==> src/rtl/spi_flash_reader.sv <==
// SPI mode-0 serial flash read initiator: READ command + 24-bit address, bytes streamed out on valid/ready.
// Optional build macro SPI_FLASH_FAST_READ_EN selects FAST READ (0x0B) with 8 dummy clocks.
module spi_flash_reader #(
    parameter int unsigned CLK_DIV  = 2,
    parameter int unsigned CSB_HIGH = 4
) (
    input  logic        wb_clk_i,
    input  logic        wb_rst_i,
    input  logic        req_valid,
    output logic        req_ready,
    input  logic [23:0] req_addr,
    input  logic [15:0] req_len,
    output logic [7:0]  data_out,
    output logic        data_valid,
    input  logic        data_ready,
    output logic        busy,
    output logic        done,
    output logic        spi_csb,
    output logic        spi_sck,
    output logic        spi_mosi,
    input  logic        spi_miso
);
    localparam int unsigned DIV_W = (CLK_DIV > 1) ? $clog2(CLK_DIV) : 1;
    localparam int unsigned CSB_W = (CSB_HIGH > 1) ? $clog2(CSB_HIGH) : 1;
`ifdef SPI_FLASH_FAST_READ_EN
    localparam logic [7:0]  READ_CMD = 8'h0B;
    localparam int unsigned TX_W     = 40;
`else
    localparam logic [7:0]  READ_CMD = 8'h03;
    localparam int unsigned TX_W     = 32;
`endif
    localparam int unsigned PAD_W = TX_W - 31;

    typedef enum logic [2:0] {
        S_IDLE,
        S_CMD,
        S_ADDR,
`ifdef SPI_FLASH_FAST_READ_EN
        S_DUMMY,
`endif
        S_DATA,
        S_STALL,
        S_END
    } state_e;

    state_e            state_q, state_d;
    logic [DIV_W-1:0]  div_q, div_d;
    logic              sck_q, sck_d;
    logic              sck_rose_q, sck_rose_d;
    logic              csb_q, csb_d;
    logic              mosi_q, mosi_d;
    logic [4:0]        bit_cnt_q, bit_cnt_d;
    logic [TX_W-1:0]   tx_q, tx_d;
    logic [7:0]        rx_q, rx_d;
    logic [15:0]       rem_q, rem_d;
    logic [CSB_W-1:0]  csbh_q, csbh_d;
    logic [7:0]        data_q, data_d;
    logic              valid_q, valid_d;
    logic              busy_q, busy_d;
    logic              done_q, done_d;
    logic              req_ready_q, req_ready_d;

    logic              tick;
    logic              out_free;
    logic [7:0]        rx_byte;
    logic [4:0]        phase_bits;
    state_e            phase_next;

    always_comb begin
        state_d     = state_q;
        div_d       = div_q;
        sck_d       = sck_q;
        csb_d       = csb_q;
        mosi_d      = mosi_q;
        bit_cnt_d   = bit_cnt_q;
        tx_d        = tx_q;
        rx_d        = rx_q;
        rem_d       = rem_q;
        csbh_d      = csbh_q;
        data_d      = data_q;
        valid_d     = valid_q;
        busy_d      = busy_q;
        done_d      = 1'b0;
        phase_bits  = 5'd8;
        phase_next  = S_ADDR;
        tick        = (div_q == DIV_W'(CLK_DIV - 1));
        out_free    = !valid_q || data_ready;
        rx_byte     = {rx_q[6:0], spi_miso};

        // consumer handshake frees the output register
        if (valid_q && data_ready) valid_d = 1'b0;

        case (state_q)
            S_IDLE: begin
                if (req_valid && req_ready_q) begin
                    busy_d = 1'b1;
                    rem_d  = req_len;
                    if (req_len == 16'd0) begin
                        state_d = S_END;
                        csbh_d  = CSB_W'(CSB_HIGH - 1);
                    end else begin
                        state_d   = S_CMD;
                        csb_d     = 1'b0;
                        sck_d     = 1'b0;
                        mosi_d    = READ_CMD[7];
                        tx_d      = {READ_CMD[6:0], req_addr, {PAD_W{1'b0}}};
                        div_d     = '0;
                        bit_cnt_d = 5'd0;
                    end
                end
            end

`ifdef SPI_FLASH_FAST_READ_EN
            S_CMD, S_ADDR, S_DUMMY: begin
`else
            S_CMD, S_ADDR: begin
`endif
                case (state_q)
                    S_CMD: begin
                        phase_bits = 5'd8;
                        phase_next = S_ADDR;
                    end
                    S_ADDR: begin
                        phase_bits = 5'd24;
`ifdef SPI_FLASH_FAST_READ_EN
                        phase_next = S_DUMMY;
`else
                        phase_next = S_DATA;
`endif
                    end
                    default: begin
                        phase_bits = 5'd8;
                        phase_next = S_DATA;
                    end
                endcase
                div_d = tick ? '0 : DIV_W'(div_q + DIV_W'(1));
                if (tick) begin
                    if (!sck_q) begin
                        sck_d     = 1'b1;
                        bit_cnt_d = bit_cnt_q + 5'd1;
                    end else begin
                        // next bit goes out on the falling edge
                        sck_d  = 1'b0;
                        mosi_d = tx_q[TX_W-1];
                        tx_d   = {tx_q[TX_W-2:0], 1'b0};
                        if (bit_cnt_q == phase_bits) begin
                            bit_cnt_d = 5'd0;
                            state_d   = phase_next;
                        end
                    end
                end
            end

            S_DATA: begin
                if (sck_rose_q) begin
                    rx_d = rx_byte;
                    if (bit_cnt_q == 5'd7) begin
                        bit_cnt_d = 5'd0;
                        rem_d     = rem_q - 16'd1;
                        if (out_free) begin
                            data_d  = rx_byte;
                            valid_d = 1'b1;
                        end else begin
                            state_d = S_STALL;
                        end
                    end else begin
                        bit_cnt_d = bit_cnt_q + 5'd1;
                    end
                end
                div_d = tick ? '0 : DIV_W'(div_q + DIV_W'(1));
                if (tick) begin
                    if (sck_q) begin
                        sck_d = 1'b0;
                    end else if (rem_q == 16'd0) begin
                        csb_d   = 1'b1;
                        csbh_d  = '0;
                        state_d = S_END;
                    end else begin
                        sck_d = 1'b1;
                    end
                end
            end

            S_STALL: begin
                // finish the current high phase, then park SCK low
                if (sck_q) begin
                    div_d = tick ? '0 : DIV_W'(div_q + DIV_W'(1));
                    if (tick) sck_d = 1'b0;
                end else begin
                    div_d = '0;
                end
                if (valid_q && data_ready) begin
                    data_d  = rx_q;
                    valid_d = 1'b1;
                    state_d = S_DATA;
                end
            end

            S_END: begin
                if (csbh_q != CSB_W'(CSB_HIGH - 1)) begin
                    csbh_d = CSB_W'(csbh_q + CSB_W'(1));
                end else if (out_free) begin
                    done_d  = 1'b1;
                    busy_d  = 1'b0;
                    state_d = S_IDLE;
                end
            end

            default: state_d = S_IDLE;
        endcase

        sck_rose_d  = sck_d && !sck_q;
        req_ready_d = (state_d == S_IDLE);
    end

    always_ff @(posedge wb_clk_i) begin
        if (wb_rst_i) begin
            state_q     <= S_IDLE;
            div_q       <= '0;
            sck_q       <= 1'b0;
            sck_rose_q  <= 1'b0;
            csb_q       <= 1'b1;
            mosi_q      <= 1'b0;
            bit_cnt_q   <= 5'd0;
            tx_q        <= '0;
            rx_q        <= 8'd0;
            rem_q       <= 16'd0;
            csbh_q      <= '0;
            data_q      <= 8'd0;
            valid_q     <= 1'b0;
            busy_q      <= 1'b0;
            done_q      <= 1'b0;
            req_ready_q <= 1'b1;
        end else begin
            state_q     <= state_d;
            div_q       <= div_d;
            sck_q       <= sck_d;
            sck_rose_q  <= sck_rose_d;
            csb_q       <= csb_d;
            mosi_q      <= mosi_d;
            bit_cnt_q   <= bit_cnt_d;
            tx_q        <= tx_d;
            rx_q        <= rx_d;
            rem_q       <= rem_d;
            csbh_q      <= csbh_d;
            data_q      <= data_d;
            valid_q     <= valid_d;
            busy_q      <= busy_d;
            done_q      <= done_d;
            req_ready_q <= req_ready_d;
        end
    end

    assign req_ready  = req_ready_q;
    assign data_out   = data_q;
    assign data_valid = valid_q;
    assign busy       = busy_q;
    assign done       = done_q;
    assign spi_csb    = csb_q;
    assign spi_sck    = sck_q;
    assign spi_mosi   = mosi_q;

endmodule

==> config.mk <==
export PLATFORM = sky130hd
export DESIGN_NAME = spi_flash_reader
export DESIGN_NICKNAME = d
export VERILOG_FILES = /design/src/rtl/spi_flash_reader.sv
export SDC_FILE = /design/constraint.sdc
export NUM_CORES = 1
export LEC_CHECK = 0
export BUFFER_PORTS_ARGS = -buffer_cell sky130_fd_sc_hd__buf_2
export CAP_MARGIN = 20
export CORE_MARGIN = 1.5
export CORE_UTILIZATION = 62
export CTS_CLUSTER_SIZE = 16
export DETAILED_ROUTE_END_ITERATION = 7
export HOLD_SLACK_MARGIN = 0.12
export MAX_ROUTING_LAYER = met4
export PLACE_DENSITY_LB_ADDON = 0.2
export SLEW_MARGIN = 20
export SYNTH_ARGS = -nofsm -noshare
export SYNTH_HDL_FRONTEND = slang
export SYNTH_SLANG_ARGS = --single-unit
export TNS_END_PERCENT = 5
==> constraint.sdc <==
create_clock -name wb_clk_i -period 3.2 [get_ports wb_clk_i]
set_clock_uncertainty 0.15 [all_clocks]
set_input_delay 0.64 -clock wb_clk_i [delete_from_list [all_inputs] [get_ports wb_clk_i]]
set_output_delay 0.64 -clock wb_clk_i [all_outputs]
set_load 0.03 [all_outputs]
==> run metrics <==
run status=finished, final reports clean; Mapped Cells=~520; # port buffers=59; data arrival time of the critical path=roughly 2.8 ns; Syn. warnings=0; Final Net Count=615; CP Cell Sequence=and3b_1 -> a31o_2 -> o21ai_0 -> a221oi_1; number of remaining DRC errors=0; WS Path Type=reg -> reg; fillers=547; Req. time, crit path=3.32 ns; P&R area growth vs syn=12.1%; first-pass GRT wire length=approximately 17,000 um; reg2reg setup slack=0.54 ns; relative slew slack=38.7%; hold endpoint=rx_q[7]; drt pass-1 iters=5; GRT Resource Usage Total=29.1%; Reg clk slew, reported paths=0.09 ns; Crit Path Max Fanout=25; R2R Path Start=state_q[1]; Synth area leader=dfxtp_1; post-CTS sizing=0; vias in the first global route=about 3,800; count of cell types in the netlist=69; post-DR wirelength/cell=15.7 um; syn_nets=between 500 and 600; post-route ant nets=0; H-Tree Depth=3; slowest CP cell=dfxtp_1; WHS Path Cells=2; Synth Cell Area=0.00440 sq mm; crit path buf inv count=0; via count=roughly 4,200; synth top area cells=dfxtp_1 (37%), a21oi_1 (7.6%), mux2i_1 (7.1%), a211oi_1 (6.3%), nand2_1 (4.0%); Worst setup SP type=register; RSZ-0062 raised after global routing=no; Setup Viol. Count Final=0; num ports=60; pwr dens=roughly 530 mW/mm^2; fin crit period=2.66 ns; depth of the worst register-to-register path=4; ratio of final minimum period to clock period=83.2%; Clock Latency Late Sink=0.36 ns; leakage=1.88 nW; hold_sp=rx_q[7]; top cells by count, synth=dfxtp_1 (82), a21oi_1 (67), nand2_1 (47); FF-to-FF End=rem_q[3]; ANT cells=0; maxcap violations=0; total core area=0.00683 sq mm; Post-CTS Setup Inserts=0; count leader, synth=dfxtp_1; share of cells above drive strength 1=19.3%; die area=0.00761 sq mm; post-synth top area share=between 30% and 40%; Worst-Margin Slew=0.919 ns; DP HPWL=7080 um; First DRT Iteration DRCs=447; pre-CTS setup slack=0.426 ns; post-synthesis sequential area ratio=37.3%; crit end category=register; CTS buffer count=9; pin count of the biggest net entering global routing=40; Row Count=30; worst min path class=reg -> reg; clock tree root buffer cell=clkbuf_8; Primary FF master, synth=dfxtp_1; Placer Congestion=0.985; mean post-synth cell area=between 8 and 9 sq um; final count of pins violating max slew=0; DR vias/cell=6.30; clk buf depth=2; Async SR Flop Fraction=0%; setup TNS=0 ns; Die Width=between 80 and 90 um; die height=slightly below 90 um; # hold bufs at CTS=0; CP delay by family, top=compound AO/OA/AOI/OAI gates; EDFF count, synth=0; fmax=376 MHz; crit path from=state_q[1]; Max VDD drop=roughly 0.37 mV; CTS tree=done; Sink Count=between 80 and 90; GR Overflow Total=0; antenna violations before repair=0; Fin. Hold Viols=0; slowest stage delay, CP=approximately 0.79 ns; DRT Wirelength=10,400 um; final worst slack=0.537 ns; Starting Density=64.4%; Seq cells post-synth=82
## layout by cell type (no fill, tap or decap), drive strengths merged, types with 3 or more instances in the layout
master  count
nor2       29
or4         7
a21o        3
inv        21
dfxtp      82
clkbuf     10
a31oi       4
o31ai       7
nand3b      3
nand3       7
o21ai      33
or2         3
buf        70
o21a        3
nand2      48
nand2b      4
a31o        4
mux2i      31
and2        5
o22ai       3
o311ai      3
nor3        8
nor2b       3
nand4      15
ha          5
and4b       3
nor4       10
or3         3
a211oi     37
nor3b       3
a21oi      68
## through the flow
stage               instance area, sq um  util [%]  hold slack [ns]  std cells  total power [mW]
global placement                    4700      68.7            0.293        650              1.73
detailed placement                  4700      68.7            0.298        650              1.75
finish                              4930      72.2            0.308        666              2.63
floorplan                           4400         -            0.286        523              1.62
global route                        4930      72.2            0.350        666              2.75
CTS                                 4930      72.2            0.311        666              2.62
## metal layers
layer / wire (um) / global-route usage, % / vias to the layer above / part of all wire, %
li1: - / - / 2047 / -
met1: 4590 / 37.4 / 1985 / 44
met2: 5110 / 47.1 / 149 / 49
met3: 605 / 4.64 / 18 / 5.8
met4: 133 / 9.09 / 0 / 1.3
met5: 0 / - / - / 0
## area by class of cell
| type | count | area [sq um] | area share, % |
|---|---|---|---|
| multi-input cells | 384 | 2490 | 50.5 |
| flip-flops and latches | 82 | 1640 | 33.3 |
| repair buffers | 70 | 378 | 7.66 |
| clock buffers | 10 | 138 | 2.79 |
| well taps | 96 | 120 | 2.44 |
| clock inverters | 6 | 96.3 | 1.95 |
| inverters | 18 | 67.6 | 1.37 |
## flip-flops by register name, summed over array words and instances, names as in the netlist
| signal | cells |
|---|---|
| tx_q | 31 |
| rem_q | 16 |
| data_out | 8 |
| rx_q | 8 |
| bit_cnt_q | 5 |
| state_q | 3 |
| csbh_q | 2 |
| busy | 1 |
| data_valid | 1 |
| div_q | 1 |
| done | 1 |
| req_ready | 1 |
| sck_rose_q | 1 |
| spi_csb | 1 |
| spi_mosi | 1 |
| spi_sck | 1 |
## logic make-up (layout without fill, tap and decap cells)
| logic type | Yosys count | after routing | synth area share (%) |
|---|---|---|---|
| compound gates | 189 | 189 | 28.2 |
| xor+xnor | 2 | 2 | 0.569 |
| fa+ha+maj | 6 | 6 | 1.68 |
| buf+inv | 57 | 104 | 6.23 |
| flops | 82 | 82 | 37.3 |
| mux | 31 | 31 | 7.05 |
| simple gates | 156 | 156 | 19.0 |
## power by group
part           internal [mW]  switching (mW)  total (mW)  leakage (nW)
combinational          0.222           0.336       0.559          1.09
sequential              1.11          0.0787        1.18         0.670
clock                  0.472           0.412       0.884         0.115
total                   1.80           0.827        2.63          1.88
## worst min-delay path, cell delays in order, from the launching register on
cell and delay (ns):
dfxtp_1 0.32, nand2_1 0.05, a21oi_1 0.05
## how the worst max path moves through the flow
stage	end	slack (ns)	cells after the start
after floorplan	tx_q[14]	0.97	6
after global placement	bit_cnt_q[4]	0.48	6
after detailed placement	tx_q[6]	0.43	7
after CTS	tx_q[21]	0.56	5
after global routing	rem_q[3]	0.34	4
final	rem_q[3]	0.54	4
Note: power is estimated with default switching activity, not from simulation.
